$ cat config.mk
export PLATFORM = sky130hd
export DESIGN_NAME = fir_l3_out_serializer
export DESIGN_NICKNAME = d
export VERILOG_FILES = /design/src/rtl/fir_par_pkg.sv /design/src/rtl/fir_blk_fifo.sv /design/src/rtl/fir_l3_out_serializer.sv
export SDC_FILE = /design/constraint.sdc
export NUM_CORES = 1
export LEC_CHECK = 0
export ABC_AREA = 1
export CORE_ASPECT_RATIO = 1.75
export CORE_MARGIN = 4
export CORE_UTILIZATION = 39
export CTS_BUF_LIST = sky130_fd_sc_hd__clkbuf_4
export DETAILED_ROUTE_END_ITERATION = 8
export HOLD_SLACK_MARGIN = 0.02
export PLACE_DENSITY = 0.59
export SYNTH_ARGS = -nofsm -noshare
export SYNTH_HDL_FRONTEND = slang
export SYNTH_HIERARCHICAL = 1
export SYNTH_SLANG_ARGS = --single-unit
$ cat constraint.sdc
create_clock -name clk -period 1.9 [get_ports clk]
set_input_delay 0.38 -clock clk [delete_from_list [all_inputs] [get_ports clk]]
set_output_delay 0.38 -clock clk [all_outputs]
set_load 0.1 [all_outputs]
$ cat src/rtl/fir_par_pkg.sv
// -----------------------------------------------------------------------------
// fir_par_pkg
// Shared definitions for the L=3 parallel FIR datapath: the input deserializer,
// the fast-FIR core and the output serializer all import this package.
//   L_PAR          samples per parallel block (lane 0 = earliest sample)
//   DATA_OUT_WIDTH width of one filter output sample
//   BLK_DEPTH      default number of blocks buffered in the output serializer
//   sample_t       one signed filter output sample
//   block_t        one block of L_PAR samples, lane i at bits [i*W +: W]
//   clog2_min1     $clog2 clamped to at least 1 so counters never get zero width
// -----------------------------------------------------------------------------
package fir_par_pkg;

   localparam int L_PAR          = 3;
   localparam int DATA_OUT_WIDTH = 64;
   localparam int BLK_DEPTH      = 2;

   typedef logic signed [DATA_OUT_WIDTH-1:0] sample_t;
   typedef sample_t [L_PAR-1:0]              block_t;

   function automatic int clog2_min1(input int n);
      return ($clog2(n) < 1) ? 1 : $clog2(n);
   endfunction

endpackage

$ cat src/rtl/fir_blk_fifo.sv
// -----------------------------------------------------------------------------
// fir_blk_fifo
// DEPTH-entry circular buffer of whole blocks. The head entry stays readable on
// o_rd_data until popped; o_count_next exposes the post-edge occupancy so the
// owner can register its ready flag without a combinational path from the sink.
// Ports:
//   clk, reset_n   clock, asynchronous active-low reset
//   i_flush        synchronous clear of pointers and count (wins over push/pop)
//   i_push         write i_wr_data at the tail (ignored when full)
//   i_wr_data      block to store, WIDTH bits
//   i_pop          retire the head entry (ignored when empty)
//   o_rd_data      head entry
//   o_count        entries currently held (registered)
//   o_count_next   occupancy after the coming edge
// -----------------------------------------------------------------------------
module fir_blk_fifo
   import fir_par_pkg::*;
#(
   parameter  int WIDTH = L_PAR * DATA_OUT_WIDTH,
   parameter  int DEPTH = BLK_DEPTH,
   localparam int CNT_W = $clog2(DEPTH + 1)
)
(
   input  logic             clk,
   input  logic             reset_n,
   input  logic             i_flush,
   input  logic             i_push,
   input  logic [WIDTH-1:0] i_wr_data,
   input  logic             i_pop,
   output logic [WIDTH-1:0] o_rd_data,
   output logic [CNT_W-1:0] o_count,
   output logic [CNT_W-1:0] o_count_next
);

   localparam int PTR_W = clog2_min1(DEPTH);

   logic [WIDTH-1:0] r_mem [DEPTH];
   logic [PTR_W-1:0] r_wr_ptr;
   logic [PTR_W-1:0] r_rd_ptr;
   logic [CNT_W-1:0] r_count;
   logic [CNT_W-1:0] w_count_next;
   logic             w_full;
   logic             w_empty;
   logic             w_do_push;
   logic             w_do_pop;

   // Pointers wrap explicitly at DEPTH, which need not be a power of two.
   function automatic logic [PTR_W-1:0] f_ptr_inc(input logic [PTR_W-1:0] ptr);
      if (ptr == PTR_W'(DEPTH - 1)) begin
         return {PTR_W{1'b0}};
      end else begin
         return ptr + PTR_W'(1);
      end
   endfunction

   assign w_full    = (r_count == CNT_W'(DEPTH));
   assign w_empty   = (r_count == {CNT_W{1'b0}});
   assign w_do_push = i_push && !w_full && !i_flush;
   assign w_do_pop  = i_pop && !w_empty && !i_flush;

   // Occupancy after this edge; a simultaneous push and pop leaves it unchanged.
   always_comb begin
      w_count_next = r_count;
      if (i_flush) begin
         w_count_next = {CNT_W{1'b0}};
      end else begin
         case ({w_do_push, w_do_pop})
            2'b10:   w_count_next = r_count + CNT_W'(1);
            2'b01:   w_count_next = r_count - CNT_W'(1);
            default: w_count_next = r_count;
         endcase
      end
   end

   // Pointer and count registers.
   always_ff @(posedge clk or negedge reset_n) begin
      if (!reset_n) begin
         r_wr_ptr <= {PTR_W{1'b0}};
         r_rd_ptr <= {PTR_W{1'b0}};
         r_count  <= {CNT_W{1'b0}};
      end else if (i_flush) begin
         r_wr_ptr <= {PTR_W{1'b0}};
         r_rd_ptr <= {PTR_W{1'b0}};
         r_count  <= {CNT_W{1'b0}};
      end else begin
         if (w_do_push) begin
            r_wr_ptr <= f_ptr_inc(r_wr_ptr);
         end
         if (w_do_pop) begin
            r_rd_ptr <= f_ptr_inc(r_rd_ptr);
         end
         r_count <= w_count_next;
      end
   end

   // Block storage; cleared on reset so no stale data is ever observable.
   always_ff @(posedge clk or negedge reset_n) begin
      if (!reset_n) begin
         for (int i = 0; i < DEPTH; i++) begin
            r_mem[i] <= {WIDTH{1'b0}};
         end
      end else if (w_do_push) begin
         r_mem[r_wr_ptr] <= i_wr_data;
      end
   end

   assign o_rd_data    = r_mem[r_rd_ptr];
   assign o_count      = r_count;
   assign o_count_next = w_count_next;

endmodule

$ cat src/rtl/fir_l3_out_serializer.sv
// -----------------------------------------------------------------------------
// fir_l3_out_serializer
// Output end of the 3-parallel fast-FIR: takes one block of L samples per
// handshake and re-emits them one per clock, lane 0 first, with valid/ready
// backpressure on both sides. Samples pass through bit-exact.
// Ports:
//   clk, reset_n   clock, asynchronous active-low reset
//   flush_i        synchronous clear of all buffered data and the output slot
//   blk_valid_i    input block valid
//   blk_ready_o    input block ready (registered)
//   blk_data_i     L lanes, lane i at [i*DATA_WIDTH +: DATA_WIDTH]
//   out_valid_o    serial sample valid (registered)
//   out_ready_i    serial sink ready
//   out_data_o     serial sample (registered)
//   out_last_o     marks lane L-1 of a block (registered)
//   occupancy_o    blocks held in the FIFO, including a partially emitted head
// -----------------------------------------------------------------------------
module fir_l3_out_serializer
   import fir_par_pkg::*;
#(
   parameter  int DATA_WIDTH = DATA_OUT_WIDTH,
   parameter  int L          = L_PAR,
   parameter  int DEPTH      = BLK_DEPTH,
   localparam int CNT_W      = $clog2(DEPTH + 1)
)
(
   input  logic                  clk,
   input  logic                  reset_n,
   input  logic                  flush_i,
   input  logic                  blk_valid_i,
   output logic                  blk_ready_o,
   input  logic [L*DATA_WIDTH-1:0] blk_data_i,
   output logic                  out_valid_o,
   input  logic                  out_ready_i,
   output logic [DATA_WIDTH-1:0] out_data_o,
   output logic                  out_last_o,
   output logic [CNT_W-1:0]      occupancy_o
);

   localparam int                LANE_W    = clog2_min1(L);
   localparam logic [LANE_W-1:0] LANE_LAST = LANE_W'(L - 1);

   // EMPTY: no block held, lane index parked at 0. EMIT: head block draining.
   typedef enum logic {
      ST_EMPTY = 1'b0,
      ST_EMIT  = 1'b1
   } lane_state_t;

   lane_state_t           r_state;
   lane_state_t           w_state_next;
   logic [LANE_W-1:0]     r_lane_idx;
   logic [LANE_W-1:0]     w_lane_idx_next;
   logic                  r_out_valid;
   logic                  w_out_valid_next;
   logic                  r_out_last;
   logic                  w_out_last_next;
   logic [DATA_WIDTH-1:0] r_out_data;
   logic [DATA_WIDTH-1:0] w_out_data_next;
   logic                  r_blk_ready;
   logic                  w_blk_ready_next;

   logic                    w_out_free;
   logic                    w_push;
   logic                    w_pop;
   logic [L*DATA_WIDTH-1:0] w_head;
   logic [DATA_WIDTH-1:0]   w_lanes [L];
   logic [CNT_W-1:0]        w_count;
   logic [CNT_W-1:0]        w_count_next;

   // Flush drops any block offered in the same cycle.
   assign w_push     = blk_valid_i && r_blk_ready && !flush_i;
   assign w_out_free = !r_out_valid || out_ready_i;

   fir_blk_fifo #(
      .WIDTH (L * DATA_WIDTH),
      .DEPTH (DEPTH)
   ) u_fifo (
      .clk          (clk),
      .reset_n      (reset_n),
      .i_flush      (flush_i),
      .i_push       (w_push),
      .i_wr_data    (blk_data_i),
      .i_pop        (w_pop),
      .o_rd_data    (w_head),
      .o_count      (w_count),
      .o_count_next (w_count_next)
   );

   for (genvar g = 0; g < L; g++) begin : g_lane
      assign w_lanes[g] = w_head[g*DATA_WIDTH +: DATA_WIDTH];
   end

   // Lane FSM and output-slot next state; the head block pops with its last lane.
   always_comb begin
      w_lane_idx_next  = r_lane_idx;
      w_out_valid_next = r_out_valid;
      w_out_last_next  = r_out_last;
      w_out_data_next  = r_out_data;
      w_pop            = 1'b0;
      if (flush_i) begin
         w_lane_idx_next  = {LANE_W{1'b0}};
         w_out_valid_next = 1'b0;
         w_out_last_next  = 1'b0;
      end else begin
         case (r_state)
            ST_EMIT: begin
               if (w_out_free) begin
                  w_out_data_next  = w_lanes[r_lane_idx];
                  w_out_last_next  = (r_lane_idx == LANE_LAST);
                  w_out_valid_next = 1'b1;
                  if (r_lane_idx == LANE_LAST) begin
                     w_lane_idx_next = {LANE_W{1'b0}};
                     w_pop           = 1'b1;
                  end else begin
                     w_lane_idx_next = r_lane_idx + LANE_W'(1);
                  end
               end else begin
                  w_lane_idx_next = r_lane_idx;
               end
            end
            ST_EMPTY: begin
               w_lane_idx_next = {LANE_W{1'b0}};
               if (w_out_free) begin
                  w_out_valid_next = 1'b0;
                  w_out_last_next  = 1'b0;
               end else begin
                  w_out_valid_next = r_out_valid;
               end
            end
            default: begin
               w_lane_idx_next  = {LANE_W{1'b0}};
               w_out_valid_next = 1'b0;
               w_out_last_next  = 1'b0;
            end
         endcase
      end
   end

   // Ready and FSM state follow the post-edge FIFO occupancy, never out_ready_i directly.
   always_comb begin
      w_state_next     = r_state;
      w_blk_ready_next = r_blk_ready;
      if (flush_i) begin
         w_state_next     = ST_EMPTY;
         w_blk_ready_next = 1'b1;
      end else begin
         w_state_next     = (w_count_next != {CNT_W{1'b0}}) ? ST_EMIT : ST_EMPTY;
         w_blk_ready_next = (w_count_next < CNT_W'(DEPTH));
      end
   end

   // State, lane index, output slot and ready registers.
   always_ff @(posedge clk or negedge reset_n) begin
      if (!reset_n) begin
         r_state     <= ST_EMPTY;
         r_lane_idx  <= {LANE_W{1'b0}};
         r_out_valid <= 1'b0;
         r_out_last  <= 1'b0;
         r_out_data  <= {DATA_WIDTH{1'b0}};
         r_blk_ready <= 1'b0;
      end else begin
         r_state     <= w_state_next;
         r_lane_idx  <= w_lane_idx_next;
         r_out_valid <= w_out_valid_next;
         r_out_last  <= w_out_last_next;
         r_out_data  <= w_out_data_next;
         r_blk_ready <= w_blk_ready_next;
      end
   end

   assign blk_ready_o = r_blk_ready;
   assign out_valid_o = r_out_valid;
   assign out_last_o  = r_out_last;
   assign out_data_o  = r_out_data;
   assign occupancy_o = w_count;

endmodule

==> out/qor.txt, run 1 <==
==========================================================================================
Yosys reg bits                                                                         458
TritonCTS Buffers                                                                      112
Starting utilization of the core area                                                39.6%
Site row count                                                                         114
Cell depth of the worst flop-to-flop path                                               14
Slowest Stage Delay on Critical Path                                               0.50 ns
Number of levels the H-tree was split into                                               3
Relative area change from synthesis to final layout                                  30.5%
Final worst path period need                                                       1.90 ns
Leftover overflow at the end of global routing                                           0
Relative slew slack                                                                  50.0%
Number of nets in the layout                                                          3474
Clock network latency to the later pin of the worst-skew pair                      0.85 ns
Initial antenna violation count                                                          7
Pin count of the biggest net entering global routing                                   111
CTS tree                                                                              done
HPWL after detailed placement                                                      45.3 mm
Total met3 wirelength after detailed routing                                       5.34 mm
Drt first-iter violations                                                             1691
Total number of vias                                                                 20600
Period utilisation layout                                                            99.9%
Area of the core                                                                 55500 µm²
Critical R2R Launch                                                           out_valid_o$_DFFE_PN0P_
Routed wl met2                                                                     35.4 mm
Flop2flop setup slack                                                              0.02 ns
Fraction of the mapped netlist area in simple logic gates                            34.1%
Fraction of the mapped netlist area in compound gates                                4.58%
Critical path peak fanout                                                                2
Hold_ws                                                                           0.128 ns
Fraction of synthesized area in multiplexers                                            0%
Highest routed metal layer                                                            met5
Destination of the worst hold path                                            u_fifo/r_mem[156]$_DFFE_PN0P_
Avg WL per Cell                                                                    17.8 µm
Ordered cell list for the critical path                                             buf_12
Endpoint class of the critical path                                           primary output
Placer Congestion                                                                    0.821
Fraction of synthesized cell area in xor and xnor cells                                 0%
Category of the worst setup path launch point                                    flip-flop
Die X                                                                               187 µm
Share of synthesized cell area in full adder, half adder and majority cells        0.0570%
Unique cell type count in the Yosys netlist                                             27
Synthesized instance count                                                            2893
Non-filler instance count after layout                                                4054
Peak Freq                                                                          527 MHz
Wirelength, routed                                                                 72.2 mm
Max_cap viols                                                                            0
Required arrival time at the worst endpoint                                        1.52 ns
Area of the mapped netlist                                                       22000 µm²
Net count after synthesis                                                             3091
ANT nets after route                                                                     0
Number of iterations in the first detailed-routing pass                                  5
Path type of the worst setup path                                                  reg2out
Hold Startpoint                                                               blk_data_i[156]
Floorplan die height                                                                322 µm
Post-route core utilization                                                          51.7%
Worst reg2reg path endpoint                                                   r_state$_DFF_PN0_
Combinational family with the most area after synthesis                       simple AND/OR/NAND/NOR gates
Clk pin slew, worst setup/hold paths                                               0.07 ns
Clock Skew                                                                       0.0364 ns
Via count of the first global-routing pass                                           21000
Status                                                                        finished, final reports clean
Sequential fraction of the synthesis area                                            52.2%
Largest voltage drop on the vdd net                                               0.944 mV
Type of the tightest min-delay check                                                in2reg
Wire length on met1                                                                29.0 mm
Overall die area                                                                 60300 µm²
Setup TNS Final                                                                       0 ns
Power, Total                                                                       32.4 mW
Quantity of I/O buffers inserted on ports                                              265
Arrival time at the worst endpoint                                                 1.52 ns
Global-route wire length before repair                                              116 mm
Pin slew with the least headroom to its limit                                     0.749 ns
Critical-path cell with the highest stage delay                               sky130_fd_sc_hd__dfrtp_4
Sinks on Clock Net                                                                     458
Synth Area per Inst                                                               7.59 µm²
Maximum count of clock buffers along a single path                                       3
Number of cells on the worst hold path                                                   3
Root buffer cell                                                              sky130_fd_sc_hd__clkbuf_4
Residual DRC                                                                             0
Buffers & Inverters on Critical Path                                                     1
Yosys warning count                                                                      6
Count of final setup violators                                                           0
Top Ports                                                                              266
Leakage power figure                                                               15.1 nW
Number of pins with negative max-slew slack in the final report                          0
Final hold violation count                                                               0
Placed instance count                                                                 3778
Global router's overall resource usage                                               23.9%
Share of final-layout standard cells stronger than drive strength 1                  12.9%
Cell Pwr Density                                                               1130 nW/µm²
RSZ-0062 raised after global routing                                                  true
Average vias per placed instance                                                      5.09
CP delay by family, top                                                         flip-flops
==========================================================================================
==> synthesized netlist by cell type <==
cell type                  number  share of area (%)
sky130_fd_sc_hd__a21oi_1        1              0.023
sky130_fd_sc_hd__nand2_1     1401                 24
sky130_fd_sc_hd__nor2_4         1              0.051
sky130_fd_sc_hd__buf_4         45                1.5
sky130_fd_sc_hd__nand2_2        2              0.057
sky130_fd_sc_hd__buf_1         14               0.24
sky130_fd_sc_hd__buf_8          1              0.068
sky130_fd_sc_hd__nor2_2         2              0.057
sky130_fd_sc_hd__buf_2         75                1.7
sky130_fd_sc_hd__nor2_1        14               0.24
sky130_fd_sc_hd__nand3_1      396                9.0
sky130_fd_sc_hd__buf_12         1              0.091
sky130_fd_sc_hd__ha_1           1              0.057
sky130_fd_sc_hd__o21ai_1      173                3.9
sky130_fd_sc_hd__clkinv_1       1              0.017
sky130_fd_sc_hd__and2_1         1              0.029
sky130_fd_sc_hd__inv_1        198                3.4
sky130_fd_sc_hd__nand4_2        1              0.057
sky130_fd_sc_hd__clkbuf_1      36               0.62
sky130_fd_sc_hd__inv_2          5              0.085
sky130_fd_sc_hd__dfrtp_1      458                 52
sky130_fd_sc_hd__nand3_2       10               0.46
sky130_fd_sc_hd__o21ai_0       27               0.62
sky130_fd_sc_hd__nand2_4        1              0.051
sky130_fd_sc_hd__nand3_4        1              0.080
sky130_fd_sc_hd__nand4_1        1              0.029
sky130_fd_sc_hd__buf_6         26                1.3
==> state kept, by name, indices dropped and copies added, names as in the netlist <==
register         cells
u_fifo/r_mem       384
out_data_o          64
r_lane_idx           2
u_fifo/o_count       2
blk_ready_o          1
out_last_o           1
out_valid_o          1
r_state              1
u_fifo/r_rd_ptr      1
u_fifo/r_wr_ptr      1
==> layer usage <==
metal | vias up | track usage, %
met1 | 9809 | 30.1
li1 | 9846 | -
met5 | - | 0
met3 | 148 | 4.96
met2 | 822 | 40.3
met4 | 4 | 10.0
==> through the flow <==
| stage | setup WS (ns) | instance area (µm²) |
|---|---|---|
| floorplan | -0.236 | 22000 |
| global placement | -0.367 | 26000 |
| detailed placement | -0.350 | 26000 |
| CTS | -0.113 | 28500 |
| global route | -0.0897 | 28700 |
| finish | 0.00109 | 28700 |
==> final cells by class <==
type                       instances  area (µm²)
fill                            5249       26800
sequential                       458       11500
multi-input combinational       2033        8570
timing repair buffer             467        5650
clock buffer                     157        1180
tap                              696         871
inverter                         204         773
clock inverter                    33         129
antenna                            6        15.0
==> placed cells by master (no fill, tap or decap), drive strengths merged <==
| cell type | netlist | routed |
|---|---|---|
| dlygate4sd3 | 0 | 47 |
| nand2 | 1404 | 1404 |
| clkdlybuf4s50 | 0 | 195 |
| o21ai | 200 | 200 |
| nand4 | 2 | 2 |
| buf | 162 | 225 |
| a21oi | 1 | 1 |
| dfrtp | 458 | 458 |
| nor2 | 17 | 17 |
| diode | 0 | 6 |
| inv | 203 | 205 |
| nand3 | 407 | 407 |
| and2 | 1 | 1 |
| clkbuf | 36 | 157 |
| ha | 1 | 1 |
| clkinv | 1 | 32 |
==> power breakdown <==
part / internal, mW / leakage [nW] / switching [mW]
registers: 12.1 / 5.55 / 1.62
clock network: 3.77 / 0.791 / 3.99
logic: 4.29 / 8.78 / 6.62
total: 20.2 / 15.1 / 12.2
==> worst max-delay path by stage <==
stage | startpoint | end | slack, ns | depth (start not counted)
after floorplan | out_valid_o$_DFFE_PN0P_ | blk_ready_o$_DFF_PN0_ | -0.24 | 14
after global placement | out_ready_i | r_state$_DFF_PN0_ | -0.37 | 15
after detailed placement | flush_i | r_state$_DFF_PN0_ | -0.35 | 14
after CTS | out_valid_o$_DFFE_PN0P_ | out_valid_o | -0.11 | 1
after global routing | out_valid_o$_DFFE_PN0P_ | out_valid_o | -0.09 | 1
final | out_valid_o$_DFFE_PN0P_ | out_valid_o | 0.001 | 1
==> kinds of logic after synthesis <==
kind of cell | after synthesis
simple gates | 1831
flops | 458
compound gates | 201
buf+inv | 402
fa+ha+maj | 1
==> what timing repair did <==
| item | in CTS | in global routing |
|---|---|---|
| setup endpoints to repair | 69 | 86 |
| pin swaps | 3 | 5 |
| buffers inserted | 17 | 15 |
| resized for setup | 140 | 8 |
| hold buffers | 48 | 0 |
| hold endpoints to repair | 526 | 0 |
(Power assumes the default switching activity.)
==> run 2, diff against run 1 <==
--- a/config.mk
+++ b/config.mk
@@ -8,11 +8,11 @@
 export ABC_AREA = 1
 export CORE_ASPECT_RATIO = 1.75
 export CORE_MARGIN = 4
-export CORE_UTILIZATION = 39
+export CORE_UTILIZATION = 43
 export CTS_BUF_LIST = sky130_fd_sc_hd__clkbuf_4
 export DETAILED_ROUTE_END_ITERATION = 8
 export HOLD_SLACK_MARGIN = 0.02
-export PLACE_DENSITY = 0.59
+export PLACE_DENSITY = 0.64
 export SYNTH_ARGS = -nofsm -noshare
 export SYNTH_HDL_FRONTEND = slang
 export SYNTH_HIERARCHICAL = 1
==> run 2 against run 1 <==
The flow now finishes with violations (setup timing). Critical endpoint unchanged. First-iteration DRC count is 2.0% lower. Flip-flop and latch count stayed put. Die area is 9.0% lower. Clock-buffer cell count is 2 lower. Global-route usage is 2.1 points higher. Clock skew is 0.016 ns higher. Worst hold slack worse by 0.030 ns. Setup slack worse by 0.0092 ns. Utilization is 4.2 points higher. Total power is 1.6% higher.
==> out/qor.txt, run 2 (same netlist as run 1, synthesis figures left out) <==
==================================================================================
Status                                                                complete, but fails checks
Violations in the final reports                                       setup timing
Initial antenna violation count                                                  7
Top Ports                                                                      266
CTS tree                                                                      done
Cell Pwr Density                                                       1170 nW/µm²
Placed instance count                                                         3732
Critical Path Start                                                   out_valid_o$_DFFE_PN0P_
Pin count of the biggest net entering global routing                            85
CP delay by family, top                                                 flip-flops
Largest voltage drop on the vdd net                                       0.833 mV
Maximum count of clock buffers along a single path                               3
Global-route wire length before repair                                      113 mm
Number of iterations in the first detailed-routing pass                          6
Number of nets in the layout                                                  3415
Total number of vias                                                         20500
Area of the core                                                         50600 µm²
Pin slew with the least headroom to its limit                             0.754 ns
Die X                                                                       179 µm
Endpoint class of the critical path                                   primary output
Critical path peak fanout                                                        2
Site row count                                                                 109
Reg with most FFs                                                     u_fifo/r_mem
RSZ-0062 raised after global routing                                          true
Average vias per placed instance                                              5.13
Highest-count cells in the layout ignoring fill and taps              sky130_fd_sc_hd__nand2_1 (1397), sky130_fd_sc_hd__dfrtp_1 (443), sky130_fd_sc_hd__nand3_1 (396), sky130_fd_sc_hd__inv_1 (197), sky130_fd_sc_hd__clkdlybuf4s50_1 (195)
Ordered cell list for the critical path                                     buf_12
Peak Freq                                                                  524 MHz
Slowest Stage Delay on Critical Path                                       0.50 ns
Sinks on Clock Net                                                             458
Starting utilization of the core area                                        43.4%
Non-filler instance count after layout                                        3984
Final Instance Area                                                      28300 µm²
Setup slack of the critical path after layout                          -0.00807 ns
Overall die area                                                         54900 µm²
Power, Total                                                               33.0 mW
Post-DP Area                                                             25900 µm²
Leakage power figure                                                       14.9 nW
Most common library cell in the layout ignoring fill and taps         sky130_fd_sc_hd__nand2_1
Number of levels the H-tree was split into                                       3
Flip-flop count of the largest register, all copies and words added            384
Wirelength, routed                                                         71.4 mm
Relative area change from synthesis to final layout                          28.7%
Final worst path period need                                               1.91 ns
Share of final-layout standard cells stronger than drive strength 1          12.5%
Path type of the worst setup path                                          reg2out
Critical-path cell with the highest stage delay                       sky130_fd_sc_hd__dfrtp_4
Placement-stage worst setup slack                                        -0.341 ns
Leftover overflow at the end of global routing                                   0
Period utilisation layout                                                     100%
Category of the worst setup path launch point                            flip-flop
Area occupied by registers                                               11500 µm²
HPWL after detailed placement                                              43.9 mm
Type of the tightest min-delay check                                        in2reg
Root buffer cell                                                      sky130_fd_sc_hd__clkbuf_4
Clk pin slew, worst setup/hold paths                                       0.07 ns
Clock Skew                                                               0.0527 ns
ANT nets after route                                                             0
TritonCTS Buffers                                                              111
Post-route core utilization                                                  55.8%
Via count of the first global-routing pass                                   20800
Critical R2R Launch                                                   out_valid_o$_DFFE_PN0P_
Floorplan die height                                                        307 µm
Number of pins with negative max-slew slack in the final report                  0
Clock network latency to the later pin of the worst-skew pair              0.87 ns
Required arrival time at the worst endpoint                                1.52 ns
Final-layout fill cell count                                                  4753
Hold Startpoint                                                       blk_data_i[121]
Avg WL per Cell                                                            17.9 µm
Global router's overall resource usage                                       26.0%
Area used by multi-input combinational logic                              8570 µm²
Arrival time at the worst endpoint                                         1.53 ns
Setup TNS Final                                                        -0.00807 ns
Max_cap viols                                                                    0
Relative slew slack                                                          49.7%
Hold_ws                                                                  0.0977 ns
Placer Congestion                                                            0.831
Quantity of I/O buffers inserted on ports                                      265
Buffers & Inverters on Critical Path                                             1
Count of final setup violators                                                   1
Residual DRC                                                                     0
Drt first-iter violations                                                     1658
Final hold violation count                                                       0
==================================================================================
[run 2: routing by layer]
layer / part of all wire [%] / up-vias / track usage [%]
met3: 6.7 / 153 / 4.92
met4: 3.9 / 2 / 11.6
li1: - / 9738 / -
met2: 49 / 764 / 43.4
met1: 40 / 9796 / 32.7
met5: 0.018 / - / 0
[run 2: tightest hold or removal path, stage by stage]
cell                              delay (ns)
sky130_fd_sc_hd__clkdlybuf4s50_1        0.42
sky130_fd_sc_hd__inv_1                  0.06
sky130_fd_sc_hd__o21ai_1                0.06
[run 2: worst paths after layout]
kind	endpoint	cells past startpoint	slack, ns
max in group asynchronous	u_fifo/r_mem[316]$_DFFE_PN0P_	4	1.25
setup / recovery	out_valid_o	1	-0.008
min in group asynchronous	u_fifo/r_mem[297]$_DFFE_PN0P_	3	0.13
hold reg to reg	u_fifo/r_mem[344]$_DFFE_PN0P_	2	0.48
hold / removal	u_fifo/r_mem[121]$_DFFE_PN0P_	3	0.1
setup reg to reg	blk_ready_o$_DFF_PN0_	13	0.05
[run 2: final cells by class]
| class | instances | area share, % |
|---|---|---|
| flip-flops and latches | 458 | 40.7 |
| inverters | 204 | 2.73 |
| clock inverters | 52 | 1.09 |
| multi-input cells | 2033 | 30.3 |
| diodes | 7 | 0.0620 |
| well taps | 666 | 2.95 |
| clock buffers | 155 | 4.12 |
| repair buffers | 409 | 18.0 |
[run 2: repair_timing]
item	CTS	global route
setup buffers	18	6
pin swaps	0	6
hold buffers	14	0
hold endpoints to repair	473	0
endpoints found under the setup margin	64	71
cloned	0	0
resized for setup	133	12
[run 2: where the power goes]
part | switching, mW | internal (mW) | leakage [nW]
Combinational | 6.60 | 4.08 | 8.53
Clock | 4.18 | 4.32 | 0.853
Sequential | 1.64 | 12.1 | 5.54
Total | 12.4 | 20.5 | 14.9
